**src/rtl/tt_sweep_pkg.sv**
```systemverilog
// -----------------------------------------------------------------------------
// tt_sweep_pkg
// Shared types and helpers for the exhaustive truth-table sweeper.
//   tt_state_t : sweep FSM states (IDLE, APPLY, SAMPLE, DONE)
//   rows()     : number of input combinations for an N-input function
//   sat_add()  : saturating accumulate used for the mismatch counter
// -----------------------------------------------------------------------------
package tt_sweep_pkg;

    typedef enum logic [1:0] {
        IDLE   = 2'd0,
        APPLY  = 2'd1,
        SAMPLE = 2'd2,
        DONE   = 2'd3
    } tt_state_t;

    function automatic int unsigned rows(input int unsigned n_in);
        return 32'd1 << n_in;
    endfunction

    // Operands are carried at a fixed 16-bit width; callers zero-extend their
    // narrower counter and cap value, then truncate the result back.
    function automatic logic [15:0] sat_add(input logic [15:0] acc,
                                            input logic [15:0] inc,
                                            input logic [15:0] max_val);
        logic [16:0] sum;
        sum = {1'b0, acc} + {1'b0, inc};
        if (sum > {1'b0, max_val}) begin
            return max_val;
        end
        return sum[15:0];
    endfunction

endpackage

```
**src/rtl/tt_row_compare.sv**
```systemverilog
// -----------------------------------------------------------------------------
// tt_row_compare
// Combinational per-row checker: picks the golden bit of every channel for the
// current row and flags channels whose DUT output disagrees.
// Ports:
//   dut_out  [N_CH-1:0]         sampled DUT outputs, channel 0 in bit 0
//   golden   [N_CH*2^N_IN-1:0]  golden table, bit ch*2^N_IN+row
//   row      [N_IN-1:0]         row currently applied
//   mismatch [N_CH-1:0]         per-channel mismatch for this row
//   popcnt   [PC_W-1:0]         number of mismatching channels
// -----------------------------------------------------------------------------
module tt_row_compare
    import tt_sweep_pkg::*;
#(
    parameter int N_IN = 4,
    parameter int N_CH = 4,
    localparam int ROWS = int'(rows(N_IN)),
    localparam int PC_W = $clog2(N_CH + 1)
) (
    input  logic [N_CH-1:0]      dut_out,
    input  logic [N_CH*ROWS-1:0] golden,
    input  logic [N_IN-1:0]      row,
    output logic [N_CH-1:0]      mismatch,
    output logic [PC_W-1:0]      popcnt
);

    always_comb begin
        mismatch = '0;
        popcnt   = '0;
        for (int ch = 0; ch < N_CH; ch++) begin
            mismatch[ch] = dut_out[ch] ^ golden[ch*ROWS + int'(row)];
            popcnt       = popcnt + PC_W'(mismatch[ch]);
        end
    end

endmodule

```
**src/rtl/truth_table_sweeper.sv**
```systemverilog
// -----------------------------------------------------------------------------
// truth_table_sweeper
// Drives every input combination of a combinational DUT in ascending order,
// holds each for SETTLE cycles, samples N_CH outputs and compares them against
// a golden truth table.
// Ports:
//   clk, reset      clock (rising edge), synchronous active-high reset
//   start           begin a sweep (honoured only in IDLE or DONE)
//   golden          golden table, bit ch*2^N_IN+row; hold stable during sweep
//   dut_out         DUT outputs, channel 0 in bit 0
//   stim            input vector driven to the DUT (MSB = input A)
//   busy            sweep in progress
//   done            one-cycle pulse on sweep completion
//   pass            no channel mismatched (valid in DONE)
//   ch_fail         sticky per-channel mismatch flags
//   err_count       saturating count of mismatching (row, channel) samples
//   first_fail_row  row of the first mismatch, qualified by first_fail_vld
// Build option:
//   TT_SWEEP_STOP_ON_FAIL_EN  when defined, the sweep ends at the first row
//                             that shows any mismatch.
// -----------------------------------------------------------------------------
module truth_table_sweeper
    import tt_sweep_pkg::*;
#(
    parameter int N_IN   = 4,
    parameter int N_CH   = 4,
    parameter int SETTLE = 1,
    localparam int ROWS  = int'(rows(N_IN)),
    localparam int ERR_W = N_IN + 4
) (
    input  logic                 clk,
    input  logic                 reset,
    input  logic                 start,
    input  logic [N_CH*ROWS-1:0] golden,
    input  logic [N_CH-1:0]      dut_out,
    output logic [N_IN-1:0]      stim,
    output logic                 busy,
    output logic                 done,
    output logic                 pass,
    output logic [N_CH-1:0]      ch_fail,
    output logic [ERR_W-1:0]     err_count,
    output logic [N_IN-1:0]      first_fail_row,
    output logic                 first_fail_vld
);

    localparam int PC_W = $clog2(N_CH + 1);
    localparam logic [ERR_W-1:0] ERR_MAX  = '1;
    localparam logic [N_IN-1:0]  LAST_ROW = N_IN'(ROWS - 1);
    localparam logic [3:0]       SETTLE_LAST = 4'(SETTLE - 1);

    tt_state_t        r_state;
    tt_state_t        w_next;
    logic [N_IN-1:0]  r_row;
    logic [3:0]       r_settle;
    logic             r_busy;
    logic             r_done;
    logic             r_pass;
    logic [N_CH-1:0]  r_ch_fail;
    logic [ERR_W-1:0] r_err;
    logic [N_IN-1:0]  r_ffr;
    logic             r_ffv;

    logic [N_CH-1:0]  w_mismatch;
    logic [PC_W-1:0]  w_popcnt;
    logic             w_last;

    tt_row_compare #(
        .N_IN (N_IN),
        .N_CH (N_CH)
    ) u_cmp (
        .dut_out  (dut_out),
        .golden   (golden),
        .row      (r_row),
        .mismatch (w_mismatch),
        .popcnt   (w_popcnt)
    );

    assign w_last = (r_row == LAST_ROW);

    always_ff @(posedge clk) begin
        if (reset) begin
            r_state <= IDLE;
        end else begin
            r_state <= w_next;
        end
    end

    always_comb begin
        w_next = r_state;
        unique case (r_state)
            IDLE: begin
                if (start) w_next = APPLY;
            end
            APPLY: begin
                if (r_settle == SETTLE_LAST) w_next = SAMPLE;
            end
            SAMPLE: begin
`ifdef TT_SWEEP_STOP_ON_FAIL_EN
                if (w_last || (|w_mismatch)) w_next = DONE;
                else                         w_next = APPLY;
`else
                if (w_last) w_next = DONE;
                else        w_next = APPLY;
`endif
            end
            DONE: begin
                if (start) w_next = APPLY;
            end
            default: w_next = IDLE;
        endcase
    end

    always_ff @(posedge clk) begin
        if (reset) begin
            r_row     <= '0;
            r_settle  <= '0;
            r_busy    <= 1'b0;
            r_done    <= 1'b0;
            r_pass    <= 1'b0;
            r_ch_fail <= '0;
            r_err     <= '0;
            r_ffr     <= '0;
            r_ffv     <= 1'b0;
        end else begin
            r_done <= 1'b0;
            unique case (r_state)
                IDLE, DONE: begin
                    if (start) begin
                        r_row     <= '0;
                        r_settle  <= '0;
                        r_busy    <= 1'b1;
                        r_pass    <= 1'b0;
                        r_ch_fail <= '0;
                        r_err     <= '0;
                        r_ffr     <= '0;
                        r_ffv     <= 1'b0;
                    end
                end
                APPLY: begin
                    r_settle <= r_settle + 4'd1;
                end
                SAMPLE: begin
                    r_settle  <= '0;
                    r_ch_fail <= r_ch_fail | w_mismatch;
                    r_err     <= ERR_W'(sat_add(16'(r_err), 16'(w_popcnt), 16'(ERR_MAX)));
                    if (!r_ffv && (|w_mismatch)) begin
                        r_ffv <= 1'b1;
                        r_ffr <= r_row;
                    end
                    // Leaving SAMPLE for DONE: the row stays put, so stim
                    // keeps showing the last (or failing) row.
                    if (w_next == DONE) begin
                        r_busy <= 1'b0;
                        r_done <= 1'b1;
                        r_pass <= ~|(r_ch_fail | w_mismatch);
                    end else begin
                        r_row <= r_row + N_IN'(1);
                    end
                end
                default: ;
            endcase
        end
    end

    assign stim           = r_row;
    assign busy           = r_busy;
    assign done           = r_done;
    assign pass           = r_pass;
    assign ch_fail        = r_ch_fail;
    assign err_count      = r_err;
    assign first_fail_row = r_ffr;
    assign first_fail_vld = r_ffv;

endmodule

```
**config.mk**
```make
export PLATFORM = sky130hd
export DESIGN_NAME = truth_table_sweeper
export DESIGN_NICKNAME = d
export VERILOG_FILES = /design/src/rtl/tt_sweep_pkg.sv /design/src/rtl/tt_row_compare.sv /design/src/rtl/truth_table_sweeper.sv
export SDC_FILE = /design/constraint.sdc
export NUM_CORES = 1
export LEC_CHECK = 0
export BUFFER_PORTS_ARGS = -buffer_cell sky130_fd_sc_hd__clkbuf_2
export CAP_MARGIN = 0
export CORE_MARGIN = 2
export CORE_UTILIZATION = 50
export CTS_BUF_LIST = sky130_fd_sc_hd__clkbuf_4 sky130_fd_sc_hd__clkbuf_8
export CTS_CLUSTER_DIAMETER = 150
export DETAILED_ROUTE_END_ITERATION = 8
export HOLD_SLACK_MARGIN = 0.03
export PLACE_DENSITY = 0.82
export SYNTH_ARGS = -nofsm -noshare
export SYNTH_HDL_FRONTEND = slang
export SYNTH_SLANG_ARGS = --single-unit
export TNS_END_PERCENT = 20
```
**constraint.sdc**
```tcl
create_clock -name clk -period 5.24 [get_ports clk]
set_input_delay 0.262 -clock clk [delete_from_list [all_inputs] [get_ports clk]]
set_output_delay 0.262 -clock clk [all_outputs]
set_load 0.01 [all_outputs]
```
# == After elaboration in Yosys (flattened, before gate mapping) ==
# Cells that the tools add are included.
# classes
div_mod_pow,0
bitwise_logic,6
n_shift,0
n_reduce_logical,14
n_eq_ne,9
n_mux,38
magnitude_cmp,5
multipliers,0
add_sub_neg,9
# ops
operator,count
32-bit by 8-bit less-than comparator with 1-bit output (second input constant),3
8-bit two-way mux,3
4-bit case mux with 2 select lines,3
1-bit binary-select mux with 6-bit select,3
1-bit two-way mux,16
8-bit case mux with 2 select lines,1
6-bit by 4-bit adder with 7-bit output (first input constant),2
4-bit two-way mux,3
4-bit case mux with 3 select lines,1
8-bit by 3-bit adder with 9-bit output,1
9-bit by 8-bit > comparator with 1-bit output (second input constant),1
3-bit AND reduction,3
4-bit by 1-bit adder with 4-bit output (second input constant),2
4-bit OR reduction,2
4-bit by 7-bit less-than comparator with 1-bit output (second input constant),1
3-bit by 1-bit adder with 3-bit output,2
5-bit by 4-bit adder with 6-bit output (first input constant),1
2-bit == test (second input constant),3
2-bit two-way mux,3
2-bit != test (second input constant),3
1-bit case mux with 2 select lines,3
2-bit case mux with 3 select lines,1
1-bit binary-select mux with 4-bit select,1
4-bit == test (second input constant),1
other kinds (13),18
# word_totals
input_bits,71
out_inout_bits,24
rom_bits,0
ramBits,0
mem_count,0
latchBits,0
regBits,30

# == Logic depth before layout (Yosys ltp) ==
# logic_depth
ltp_word,15
ltp_mapped,18

# == By module ==
# Synthesis repeated with hierarchy kept, for this count alone.
# unflattened
hier_cells,217
hier_area_um2,2220.9
# modules_own_cells
module,seq_area_each_um2,area_per_inst_um2,n_inst,cells_each
truth_table_sweeper,600.6,1572.8,1,176
tt_row_compare,0.0,648.1,1,41

# == Least setup slack after synthesis ==
# No wires, ideal clock.
# synth_path
path_type,flip-flop to flip-flop
start,register r_row[0] (netlist: stim[0])
end,register r_err[7] (netlist: err_count[7])
setup_slack_ps,952
setup_ps,132
required_time_ps,5108
arrival_ps,4156
period_less_slack_ps,4288
path_buffers,1
stages_incl_launch_ff,17
path_cell_list,dfxtp_1 > buf_6 > mux4_1 > mux4_2 > xor2_1 > inv_1 > ha_1 > inv_1 > fa_1 > inv_1 > ha_1 > fa_1 > a21o_1 > and3_1 > or3_1 > a21oi_1 > nor3_1
# synth_between
elab_chain_len,15
# synth_lines
item,line_no,text
from (decl),truth_table_sweeper.sv:53,logic [N_IN-1:0] r_row;
from (signal assigned),truth_table_sweeper.sv:157,r_row <= r_row + N_IN'(1);
5-bit by 4-bit adder with 6-bit output,tt_row_compare.sv:31,mismatch[ch] = dut_out[ch] ^ golden[ch*ROWS + int'(row)];
1-bit binary-select mux with 6-bit select,tt_row_compare.sv:31,
1-bit two-way mux (not written as such) (2 in a row),tt_row_compare.sv:31,
1-bit bitwise XOR,tt_row_compare.sv:31,
1-bit by 1-bit adder with 2-bit output,tt_row_compare.sv:32,popcnt = popcnt + PC_W'(mismatch[ch]);
3-bit by 1-bit adder with 3-bit output,tt_row_compare.sv:32,
3-bit by 1-bit adder with 3-bit output (*),tt_row_compare.sv:32,
8-bit by 3-bit adder with 9-bit output (*),tt_sweep_pkg.sv:27,"sum = {1'b0, acc} + {1'b0, inc};"
9-bit by 8-bit > comparator with 1-bit output,tt_sweep_pkg.sv:28,"if (sum > {1'b0, max_val}) begin"
1-bit two-way mux,tt_sweep_pkg.sv:28,
1-bit two-way mux,truth_table_sweeper.sv:126,unique case (r_state)
1-bit two-way mux,truth_table_sweeper.sv:114,if (reset) begin
8-bit two-way mux (*),tt_sweep_pkg.sv:31,return sum[15:0];
8-bit case mux with 2 select lines (*),truth_table_sweeper.sv:126,
to (signal assigned),truth_table_sweeper.sv:145,"r_err <= ERR_W'(sat_add(16'(r_err), 16'(w_popcnt), 16'(ERR_MAX)));"
to (decl),truth_table_sweeper.sv:59,logic [ERR_W-1:0] r_err;
# Mark *: on every way between the ends. The rest lies on a longest branch, timed or not. The select of a mux whose other input is x is not followed.
# A chain may end at the register's enable or synchronous reset.

# == Final worst setup path ==
# Same ends and word-level chain as after synthesis.

==> results.md <==
- IO Port Bufs: 94
- RSZ-0062 raised after global routing: no
- Number of buffers created by CTS: 5
- Worst-Skew Late Latency: 280 ps
- Share of post-route cells with drive strength above 1: 33.2%
- Antenna diodes: 0
- Dpl ws: 469 ps
- Final Worst Setup Slack: 447 ps
- I/O Pins: 95
- FF+latch count, synth: 30
- Outcome: finished clean
- Post-synth cell types: 48
- Fin crit period: 4790 ps
- Iteration-0 DRC Markers: 117
- Clk sinks: 30
- Met2 Use GR: 39.7%
- Worst Tran Pin Value: 684 ps
- Max_slew headroom: 53.1%
- Placement Cell Area: 2790 um2
- Leading cell type in the layout, fill and taps excluded: clkbuf_2
- Initial antenna violation count: 0
- Post-DRT Antenna Nets: 0
- CP arrival: 4930 ps
- Pwr/cell area: 225 nW/um2
- Htree depth: 2
- CTS tree: done
- Vias in the first global route: 2122
- Post-CTS setup buffer count: 0
- HPWL after detailed placement: 4410 um
- Fin. Hold Viols: 0
- Overall Power: 647 uW
- Period utilization: 91.5%
- DIE HEIGHT: 72.4 um
- Clk buf depth: 2
- GR peak layer: met2
- Vias: 2260
- Core area: 4410 um2
- Root buf cell: clkbuf_8
- Yosys warning count: 0
- Reg clk slew, reported paths: 60 ps
- Die Width: 72.4 um
- Total grt overflow: 0
- Largest net degree at the start of global routing: 31
- Row cnt: 24
- DR WL/cell: 14.4 um
- Global-route met1 utilization: 26.1%
- CP Max Fanout: 12
- Top_reg_cell synth: dfxtp_1
- Maximum VDD drop: 0.102 mV
- Worst min-delay path category: in -> reg
- Startpoint types: flip-flop
- Final setup vio count: 0
- GRT Util Overall: 22.4%
- Total Wirelength: 5680 um
- Layout Nets: 427
- Die area: 5240 um2
- Area grow syn2layout: 22.8%
- Post-Layout Inst Area: 2870 um2
- Crit path kind: reg -> reg
- Max Slew Vio Count: 0
- Fmax: 0.209 GHz
- Clock skew: 2.16 ps
- Gate Count Post-Synth: 255
- First-pass GRT wire length: 9220 um
- EDFF count, synth: 0
- Seq/Total Area, Yosys: 25.7%
- Gpl congestion: 0.899
- Async SR Flop Fraction: 0%
- Initial Utilization: 52.9%
- Drt via density: 5.72
- CTS resizes: 0
- 1st-pass router iterations: 4
- GR Layer Usage met3: 5.42%
- Synth Cell Area: 2340 um2
- Leakage: 0.00127 uW
- Critical path capture point type: flip-flop
- Synthesized Nets: 339
- DRC: 0
- Max Cap Viol: 0
- Syn_area_per_cell: 9.17 um2
- Worst EP required: 5380 ps
- Most frequent cells in the layout: clkbuf_2, dfxtp_1, a21oi_1
- TNS Setup: 0 ps
- Cts hold-fix bufs: 0
worst paths after layout:
check / cells past startpoint / start / slack (ps) / endpoint
hold reg to reg: 2 / err_count[0]$_SDFFE_PP0P_ / 480 / err_count[0]$_SDFFE_PP0P_
hold / removal: 4 / dut_out[0] / 390 / ch_fail[0]$_SDFFE_PP0P_
setup / recovery: 15 / stim[0]$_SDFFE_PP0P_ / 450 / err_count[7]$_SDFFE_PP0P_
setup reg to reg: 15 / stim[0]$_SDFFE_PP0P_ / 450 / err_count[7]$_SDFFE_PP0P_
worst max-delay path, stage by stage (launching register included):
cell and delay [ps]:
dfxtp_1 710, mux4_1 640, mux4_2 490, xor2_1 240, inv_1 90, ha_1 290, inv_1 50, fa_1 480
inv_1 40, ha_1 200, fa_1 420, a21o_1 200, and3_1 220, or3_1 370, a21oi_1 150, nor3_1 60
state kept, by name (all words and copies together) (netlist names):
name,cells
first_fail_vld,1
err_count,8
done,1
ch_fail,4
stim,4
r_settle,4
first_fail_row,4
pass,1
r_state,2
busy,1
metrics by stage:
step | hold WS, ps | util [%] | cells
finish | 387 | 65.0 | 395
global route | 429 | 65.0 | 395
CTS | 382 | 65.0 | 395
detailed placement | 477 | 63.2 | 388
global placement | 460 | 63.2 | 388
floorplan | 462 | - | 255
final cells by class:
cell class                 count  area [um2]
clock buffer                   5        68.8
timing repair buffer          97         493
multi-input combinational    192        1570
inverter                      17        63.8
sequential                    30         601
fill                         395        1550
clock inverter                 2        10.0
tap                           52        65.1
metal layers:
layer | vias to the layer above | share of wire, %
met5 | - | 0
met4 | 0 | 3.0
met3 | 18 | 6.1
met2 | 86 | 50
met1 | 1038 | 41
li1 | 1118 | -
synth_stat cells (2+ instances only):
library cell	count	area, um2
xor2_1	2	17.5
a21o_1	6	45.0
nand3b_1	3	22.5
nand3_1	6	30.0
a21oi_1	28	140
and3_1	3	18.8
mux2_2	2	22.5
nor3b_1	4	30.0
nand2b_1	3	18.8
mux4_1	10	263
a211o_1	3	26.3
dfxtp_1	30	601
o21ai_0	9	45.0
nand2_1	19	71.3
nand4_1	4	25.0
nor2b_1	2	12.5
and2_1	2	12.5
inv_1	17	63.8
ha_1	11	138
buf_6	2	22.5
or3_1	2	12.5
a31oi_1	3	18.8
buf_4	3	22.5
nor3_1	11	55.1
mux2i_1	20	200
clkbuf_1	8	30.0
mux4_2	4	90.1
nor2_1	17	63.8
fa_1	2	40.0
kinds of logic after synthesis:
kind of cell | share of synthesized area (%)
and+or+nand+nor | 18.5
AOI/OAI and AO/OA | 14.9
muxes | 24.6
buffers and inverters | 7.23
DFF | 25.7
adders and majority gates | 7.60
xor gates and xnor gates | 1.45
power by group:
part           switching [uW]  internal (uW)
sequential               11.4            239
combinational             125           96.6
clock                    85.7           88.9
total                     222            425
No activity file was read; power rests on OpenSTA's default activity.
